$ cat src/rtl/pipeline_hazard_ctrl_pkg.sv
// rtl/pipeline_hazard_ctrl_pkg.sv - shared state encoding for the pipeline stall/flush scheduler
package pipeline_hazard_ctrl_pkg;

    localparam logic [1:0] ST_RUN    = 2'd0;
    localparam logic [1:0] ST_DRAIN  = 2'd1;
    localparam logic [1:0] ST_HALTED = 2'd2;

endpackage

$ cat src/rtl/pipeline_hazard_ctrl_sat_counter.sv
// rtl/pipeline_hazard_ctrl_sat_counter.sv - saturating up-counter for performance statistics
module sat_counter #(
    parameter int CNT_W = 16
) (
    input  logic             clk,
    input  logic             rst_n,
    input  logic             inc,
    output logic [CNT_W-1:0] q
);

    // Holds at all-ones so the display never shows a wrapped count.
    always_ff @(posedge clk or negedge rst_n) begin
        if (!rst_n) begin
            q <= '0;
        end else if (inc && (q != '1)) begin
            q <= q + 1'b1;
        end
    end

endmodule

$ cat src/rtl/pipeline_hazard_ctrl.sv
// rtl/pipeline_hazard_ctrl.sv - stall/flush scheduler with halt-drain-resume FSM for the 5-stage pipeline
module pipeline_hazard_ctrl
    import pipeline_hazard_ctrl_pkg::*;
#(
    parameter int CNT_W     = 16,
    parameter int DRAIN_CYC = 2
) (
    input  logic             clk,
    input  logic             rst_n,
    input  logic             load_use,
    input  logic             id_jump,
    input  logic             ex_br_taken,
    input  logic             ex_halt,
    input  logic             go,
    output logic             pc_en,
    output logic             ifid_en,
    output logic             ifid_flush,
    output logic             idex_flush,
    output logic             exmem_en,
    output logic             halted,
    output logic [CNT_W-1:0] cycle_cnt,
    output logic [CNT_W-1:0] stall_cnt,
    output logic [CNT_W-1:0] flush_cnt
);

    localparam int              DW         = (DRAIN_CYC > 1) ? $clog2(DRAIN_CYC) : 1;
    localparam logic [DW-1:0]   DRAIN_LAST = DW'(DRAIN_CYC - 1);

    logic [1:0]    state;
    logic [1:0]    state_nxt;
    logic [DW-1:0] drain_cnt;
    logic [DW-1:0] drain_nxt;

    logic pc_c;
    logic ifid_en_c;
    logic ifid_flush_c;
    logic idex_flush_c;
    logic exmem_c;
    logic halted_c;
    logic cycle_inc;
    logic stall_inc;
    logic flush_inc;

    always_comb begin
        state_nxt    = state;
        drain_nxt    = drain_cnt;
        pc_c         = 1'b0;
        ifid_en_c    = 1'b0;
        ifid_flush_c = 1'b0;
        idex_flush_c = 1'b0;
        exmem_c      = 1'b0;
        halted_c     = 1'b0;
        cycle_inc    = 1'b0;
        stall_inc    = 1'b0;
        flush_inc    = 1'b0;
        case (state)
            ST_RUN: begin
                cycle_inc = 1'b1;
                exmem_c   = 1'b1;
                if (ex_halt) begin
                    idex_flush_c = 1'b1;
                    state_nxt    = ST_DRAIN;
                    drain_nxt    = '0;
                end else if (ex_br_taken) begin
                    // Redirect squashes both younger instrs, including any pending stall or jump.
                    pc_c         = 1'b1;
                    ifid_en_c    = 1'b1;
                    ifid_flush_c = 1'b1;
                    idex_flush_c = 1'b1;
                    flush_inc    = 1'b1;
                end else if (load_use) begin
                    // A jr in ID may read the loaded register, so the jump waits a cycle.
                    idex_flush_c = 1'b1;
                    stall_inc    = 1'b1;
                end else if (id_jump) begin
                    pc_c         = 1'b1;
                    ifid_en_c    = 1'b1;
                    ifid_flush_c = 1'b1;
                    flush_inc    = 1'b1;
                end else begin
                    pc_c      = 1'b1;
                    ifid_en_c = 1'b1;
                end
            end
            ST_DRAIN: begin
                cycle_inc    = 1'b1;
                exmem_c      = 1'b1;
                idex_flush_c = 1'b1;
                drain_nxt    = drain_cnt + 1'b1;
                if (drain_cnt == DRAIN_LAST) begin
                    state_nxt = ST_HALTED;
                    drain_nxt = '0;
                end
            end
            ST_HALTED: begin
                halted_c = 1'b1;
                if (go) begin
                    state_nxt = ST_RUN;
                end
            end
            default: begin
                state_nxt = ST_RUN;
                drain_nxt = '0;
            end
        endcase
    end

    always_ff @(posedge clk or negedge rst_n) begin
        if (!rst_n) begin
            state     <= ST_RUN;
            drain_cnt <= '0;
        end else begin
            state     <= state_nxt;
            drain_cnt <= drain_nxt;
        end
    end

    assign pc_en      = rst_n & pc_c;
    assign ifid_en    = rst_n & ifid_en_c;
    assign ifid_flush = rst_n & ifid_flush_c;
    assign idex_flush = rst_n & idex_flush_c;
    assign exmem_en   = rst_n & exmem_c;
    assign halted     = rst_n & halted_c;

    sat_counter #(.CNT_W(CNT_W)) u_cycle_cnt (
        .clk   (clk),
        .rst_n (rst_n),
        .inc   (cycle_inc),
        .q     (cycle_cnt)
    );

    sat_counter #(.CNT_W(CNT_W)) u_stall_cnt (
        .clk   (clk),
        .rst_n (rst_n),
        .inc   (stall_inc),
        .q     (stall_cnt)
    );

    sat_counter #(.CNT_W(CNT_W)) u_flush_cnt (
        .clk   (clk),
        .rst_n (rst_n),
        .inc   (flush_inc),
        .q     (flush_cnt)
    );

endmodule

$ cat config.mk
export PLATFORM = sky130hd
export DESIGN_NAME = pipeline_hazard_ctrl
export DESIGN_NICKNAME = d
export VERILOG_FILES = /design/src/rtl/pipeline_hazard_ctrl_pkg.sv /design/src/rtl/pipeline_hazard_ctrl_sat_counter.sv /design/src/rtl/pipeline_hazard_ctrl.sv
export SDC_FILE = /design/constraint.sdc
export NUM_CORES = 1
export LEC_CHECK = 0
export CELL_PAD_IN_SITES_DETAIL_PLACEMENT = 0
export CELL_PAD_IN_SITES_GLOBAL_PLACEMENT = 1
export CORE_ASPECT_RATIO = 1.2
export CORE_UTILIZATION = 25
export DETAILED_ROUTE_END_ITERATION = 10
export GPL_TIMING_DRIVEN = 0
export PLACE_DENSITY_LB_ADDON = 0.12
export SLEW_MARGIN = 5
export SYNTH_ARGS = -nofsm -noshare
export SYNTH_HDL_FRONTEND = slang
export SYNTH_SLANG_ARGS = --single-unit
$ cat constraint.sdc
create_clock -name clk -period 2.2 [get_ports clk]
set_input_delay 0.55 -clock clk [delete_from_list [all_inputs] [get_ports clk]]
set_output_delay 0.55 -clock clk [all_outputs]
set_load 0.01 [all_outputs]
* After elaboration in Yosys (flattened, before gate mapping)
Cells that the tools add are included.
** Word-level totals
- Register bits :: 51
- Input bits :: 7
- Output and inout port bits :: 54
- Word-level logic and storage cells :: 55
** Operators by class
- $add $sub $neg :: 4
- Equality and inequality tests :: 8
- Muxes and demuxes :: 25
- Bitwise logic cells :: 6
- Reductions and logical operators :: 7
** Operators by type and width (count)
- $add 16x1->16 const B :: 3
- $ne 16x16->1 const B :: 3
- $mux 1 :: 19
- $mux 2 :: 3
- $ne 2x2->1 const B :: 3
- $pmux 2 s3 :: 1
- $and 1x1->1 :: 5
- $logic_and 1x1->1 :: 3
- $pmux 1 s3 :: 1
- $reduce_and 3->1 :: 1
- $eq 2x1->1 const B :: 1
- $eq 2x2->1 const B :: 1
- $logic_not 2->1 :: 1
- $pmux 1 s2 :: 1
- $reduce_and 2->1 :: 1
- $reduce_or 2->1 :: 1
- $add 1x1->1 const B :: 1
- $not 1->1 :: 1

* Depth between registers and ports, before layout
- Depth in word-level cells :: 6
- Mapped depth :: 6
- Gate-level depth less buffers :: 5

* Hierarchy
Synthesis repeated with hierarchy kept, for this count alone.
** Unflattened totals
- Cell total of the unflattened synthesis :: 247
- Area total of the unflattened synthesis :: 2869.0 µm²
** Modules (own cells, without submodules)
- sat_counter at u_cycle_cnt ... :: instances 2, cells each 72, area each 859.6 µm²
- sat_counter at u_flush_cnt :: instances 1, cells each 77, area each 884.6 µm²
- pipeline_hazard_ctrl :: instances 1, cells each 26, area each 265.3 µm²

* Least setup slack after synthesis
Ideal clock, no wire load.
- Path kind :: register to output
- Start :: register state[1]
- End :: output port pc_en
- Data arrival time :: 1386 ps
- Slack :: 264 ps
- Stages on the path, launching flop included :: 5
- Path through :: dfrtp_1 inv_1 nand2_1 nor4_1 buf_4
** Between the ends
- Longest elaborated chain between the ends :: 3
** RTL lines
- start, declared :: line pipeline_hazard_ctrl.sv:29 : logic [1:0] state;
- start signal, assigned :: line pipeline_hazard_ctrl.sv:113 : state <= state_nxt;
- $logic_not 2->1
- $mux 1
- $and 1x1->1
- end, declared :: line pipeline_hazard_ctrl.sv:15 : output logic pc_en,
Every way passes these cells.

* Worst setup path after layout
- Start :: input port load_use
- End :: output port ifid_en
** Between the ends
- Longest elaborated chain between the ends :: 5
** RTL lines
- start, declared :: line pipeline_hazard_ctrl.sv:10 : input logic load_use,
- $mux 1 :: line pipeline_hazard_ctrl.sv:71 : end else if (load_use) begin
- $mux 1 :: line pipeline_hazard_ctrl.sv:64 : end else if (ex_br_taken) begin
- $mux 1 :: line pipeline_hazard_ctrl.sv:60 : if (ex_halt) begin
- $mux 1 :: line pipeline_hazard_ctrl.sv:56 : case (state)
- $and 1x1->1 :: line pipeline_hazard_ctrl.sv:119 : assign ifid_en = rst_n & ifid_en_c;
- end, declared :: line pipeline_hazard_ctrl.sv:16 : output logic ifid_en,
Every way passes these cells.

==> metrics <==
status=completed; Mapped Area=2670 µm²; # DRC=0; routed len/inst=14.9 µm; min cycle time layout=2.16 ns; 1st-iter DRT viols=48; FILL cells=1056; #FFs+latches synth=51; Worst slew margin=0.635; Static Leak=1.62 nW; syn_nets=261; max-cap violation count=0; Sw Share=0.345; crit path cell chain=clkdlybuf4s15_2 -> nor2b_2 -> nor4_4 -> dlygate4sd2_1; Initial Util=0.262; DR vias=2208; initial antenna violation count=0; first-pass GRT wire length=10900 µm; HPWL Detailed=4920 µm; post-synthesis sequential area ratio=0.478; slowest stage cell, crit path=nor4_4; crit path DAT=1.61 ns; most frequently used flop master after synthesis=dfrtp_1; max incr delay on CP=0.32 ns; Core Region=10200 µm²; Final Setup Violations=0; width of the die=96.3 µm; sequential fraction of design power=0.417; cell taking the most area after synthesis=dfrtp_1; largest net degree at the start of global routing=22; final core utilization=0.366; switching power of the nets=1.18 mW; Root Buffer Master=clkbuf_16; nature of the critical path startpoint=input port; non-filler cells, final=454; Mapped Cells=251; CP required=1.65 ns; Die ar.=11100 µm²; CTS Buf Count=5; Post-synth EDFFs=0; vias in the first global route=2107; Pint=2.23 mW; gr usage total=0.129; hold-fix buffers at CTS=0; Final Wtd Congestion=0.763; skew final=0.00711 ns; clock buffer depth=2; worst skew pair latency=0.29 ns; placed insts=438; Syn-to-layout area delta=40.1%; kind of critical path=in2out; Reg clk slew, reported paths=0.07 ns; worst hold path class=in2async; Mean Syn Cell Area=10.6 µm²; Logic pwr share=0.351; Crit. End Element=output port; IO Count=61; Max Fclk=0.463 GHz; H-tree depth=2; clock power share=0.232; worst slew pin tran=0.544 ns; FP Rows=40; final hold viol count=0; Post-Route WL=6780 µm; # diodes=0; YS warnings=0; most frequent cell after synthesis=dfrtp_1; final slew viol count=0; drt pass-1 iters=4; post-route antenna net violation count=0; Unique masters post-synth=43; Max VDD drop=0.416 mV; top cells by area, synth=dfrtp_1, xor2_1, xnor2_1; GRT overflow=0; ys async rst share=1.00; Power, Total=3.41 mW; Die H=115 µm; cell area power density=911 nW/µm²; fin nets=338; CP max FO=4; Clock Sinks=51; layout cells sized above 1=0.143; most frequent cells after synthesis=dfrtp_1, xor2_1, nand2_1, nand3_1, nor2_1; fraction of the cycle the final worst path needs=0.981; CTS tree=yes; Via density=4.86; RSZ-0062 raised after global routing=false; top-area cell type share of the netlist area=0.478; IO Port Bufs=60
[path summary, 6_finish.rpt]
| check | from | end | slack (ns) | depth (start not counted) |
|---|---|---|---|---|
| max in group asynchronous | rst_n | u_cycle_cnt.q[1] | 1.63 | 4 |
| worst min register to register | u_cycle_cnt.q[15] | u_cycle_cnt.q[15] | 0.49 | 1 |
| min in group clk | u_cycle_cnt.q[15] | u_cycle_cnt.q[15] | 0.49 | 1 |
| worst max-delay path | load_use | ifid_en | 0.04 | 4 |
| worst min-delay path | rst_n | u_stall_cnt.q[14] | 0.07 | 1 |
| worst max register to register | u_flush_cnt.q[0] | u_flush_cnt.q[1] | 0.24 | 5 |
[power by group through the flow]
| stage | clock network [mW] | registers, mW | logic, mW |
|---|---|---|---|
| floorplan | 0 | 1.46 | 0.533 |
| global placement | 0 | 1.46 | 1.13 |
| detailed placement | 0 | 1.46 | 1.14 |
| CTS | 0.826 | 1.43 | 1.21 |
| global route | 0.870 | 1.47 | 1.31 |
| finish | 0.790 | 1.42 | 1.20 |
[logic make-up after synthesis]
| group | Yosys count | synth area share |
|---|---|---|
| AND/OR/NAND/NOR | 122 | 0.291 |
| flip-flops | 51 | 0.478 |
| XOR/XNOR | 37 | 0.121 |
| AO/OA/AOI/OAI | 25 | 0.0600 |
| buffers and inverters | 10 | 0.0216 |
| multiplexers | 3 | 0.0141 |
| adder cells (fa/ha/maj) | 3 | 0.0141 |
[final cells by class]
cell class / count / area, µm² / area share
tap: 126 / 158 / 0.0421
clock inverter: 1 / 5.00 / 0.00134
sequential: 51 / 1280 / 0.341
timing repair buffer: 71 / 732 / 0.196
buffer: 3 / 23.8 / 0.00635
inverter: 6 / 22.5 / 0.00602
multi-input combinational: 190 / 1380 / 0.370
clock buffer: 6 / 139 / 0.0371
[timing repair]
| item | in CTS | in global routing |
|---|---|---|
| pin swaps | 3 | 0 |
| gates cloned | 1 | 0 |
| gates resized for setup | 35 | 1 |
| setup buffers | 2 | 7 |
| endpoints found under the setup margin | 6 | 2 |
[sequential cells by signal (all words and copies together), names as in the netlist]
name,cells
drain_cnt,1
state,2
u_cycle_cnt.q,16
u_flush_cnt.q,16
u_stall_cnt.q,16
[routing by layer]
metal	wire [µm]	share of wire	global-route usage	vias up
li1	-	-	-	1089
met1	3190	0.47	0.174	1068
met2	3250	0.48	0.209	44
met3	255	0.038	0.0265	7
met4	85	0.013	0.0382	0
met5	0	0	0	-
[through the flow]
stage               cell area (µm²)  TNS [ns]  hold WS, ns  worst slack (ns)
global placement               3430    -80.08        0.484             -3.01
global route                   3740         0       0.0620           0.00655
floorplan                      2670         0        0.254             0.264
finish                         3740         0       0.0688            0.0413
detailed placement             3440     -4.94        0.494            -0.981
CTS                            3690         0       0.0642            0.0372
[critical path, delay by kind of cell]
family	cells	cell delay, ns
buf+inv	2	0.54
simple gates	2	0.51
[placed cells by master, fill, tap and decap left out, drive strengths merged, types with 2 or more instances in the layout]
cell type	Yosys	layout
o211ai	4	4
o21ai	6	6
nor3b	3	3
dfrtp	51	51
clkbuf	0	7
nor2	17	17
a21oi	6	6
xor2	24	24
clkdlybuf4s15	0	2
clkdlybuf4s50	0	51
ha	3	3
mux2	3	3
nand4	14	14
nand3	16	16
nand2	16	16
o2111ai	2	2
nor4	14	14
nand2b	2	2
and3	9	9
and4b	2	2
inv	6	6
nor2b	2	2
a31oi	4	4
and4	6	6
nor3	15	15
dlygate4sd2	0	3
buf	4	16
nor4b	3	3
xnor2	13	13
Note: power is estimated with default switching activity, not from simulation.
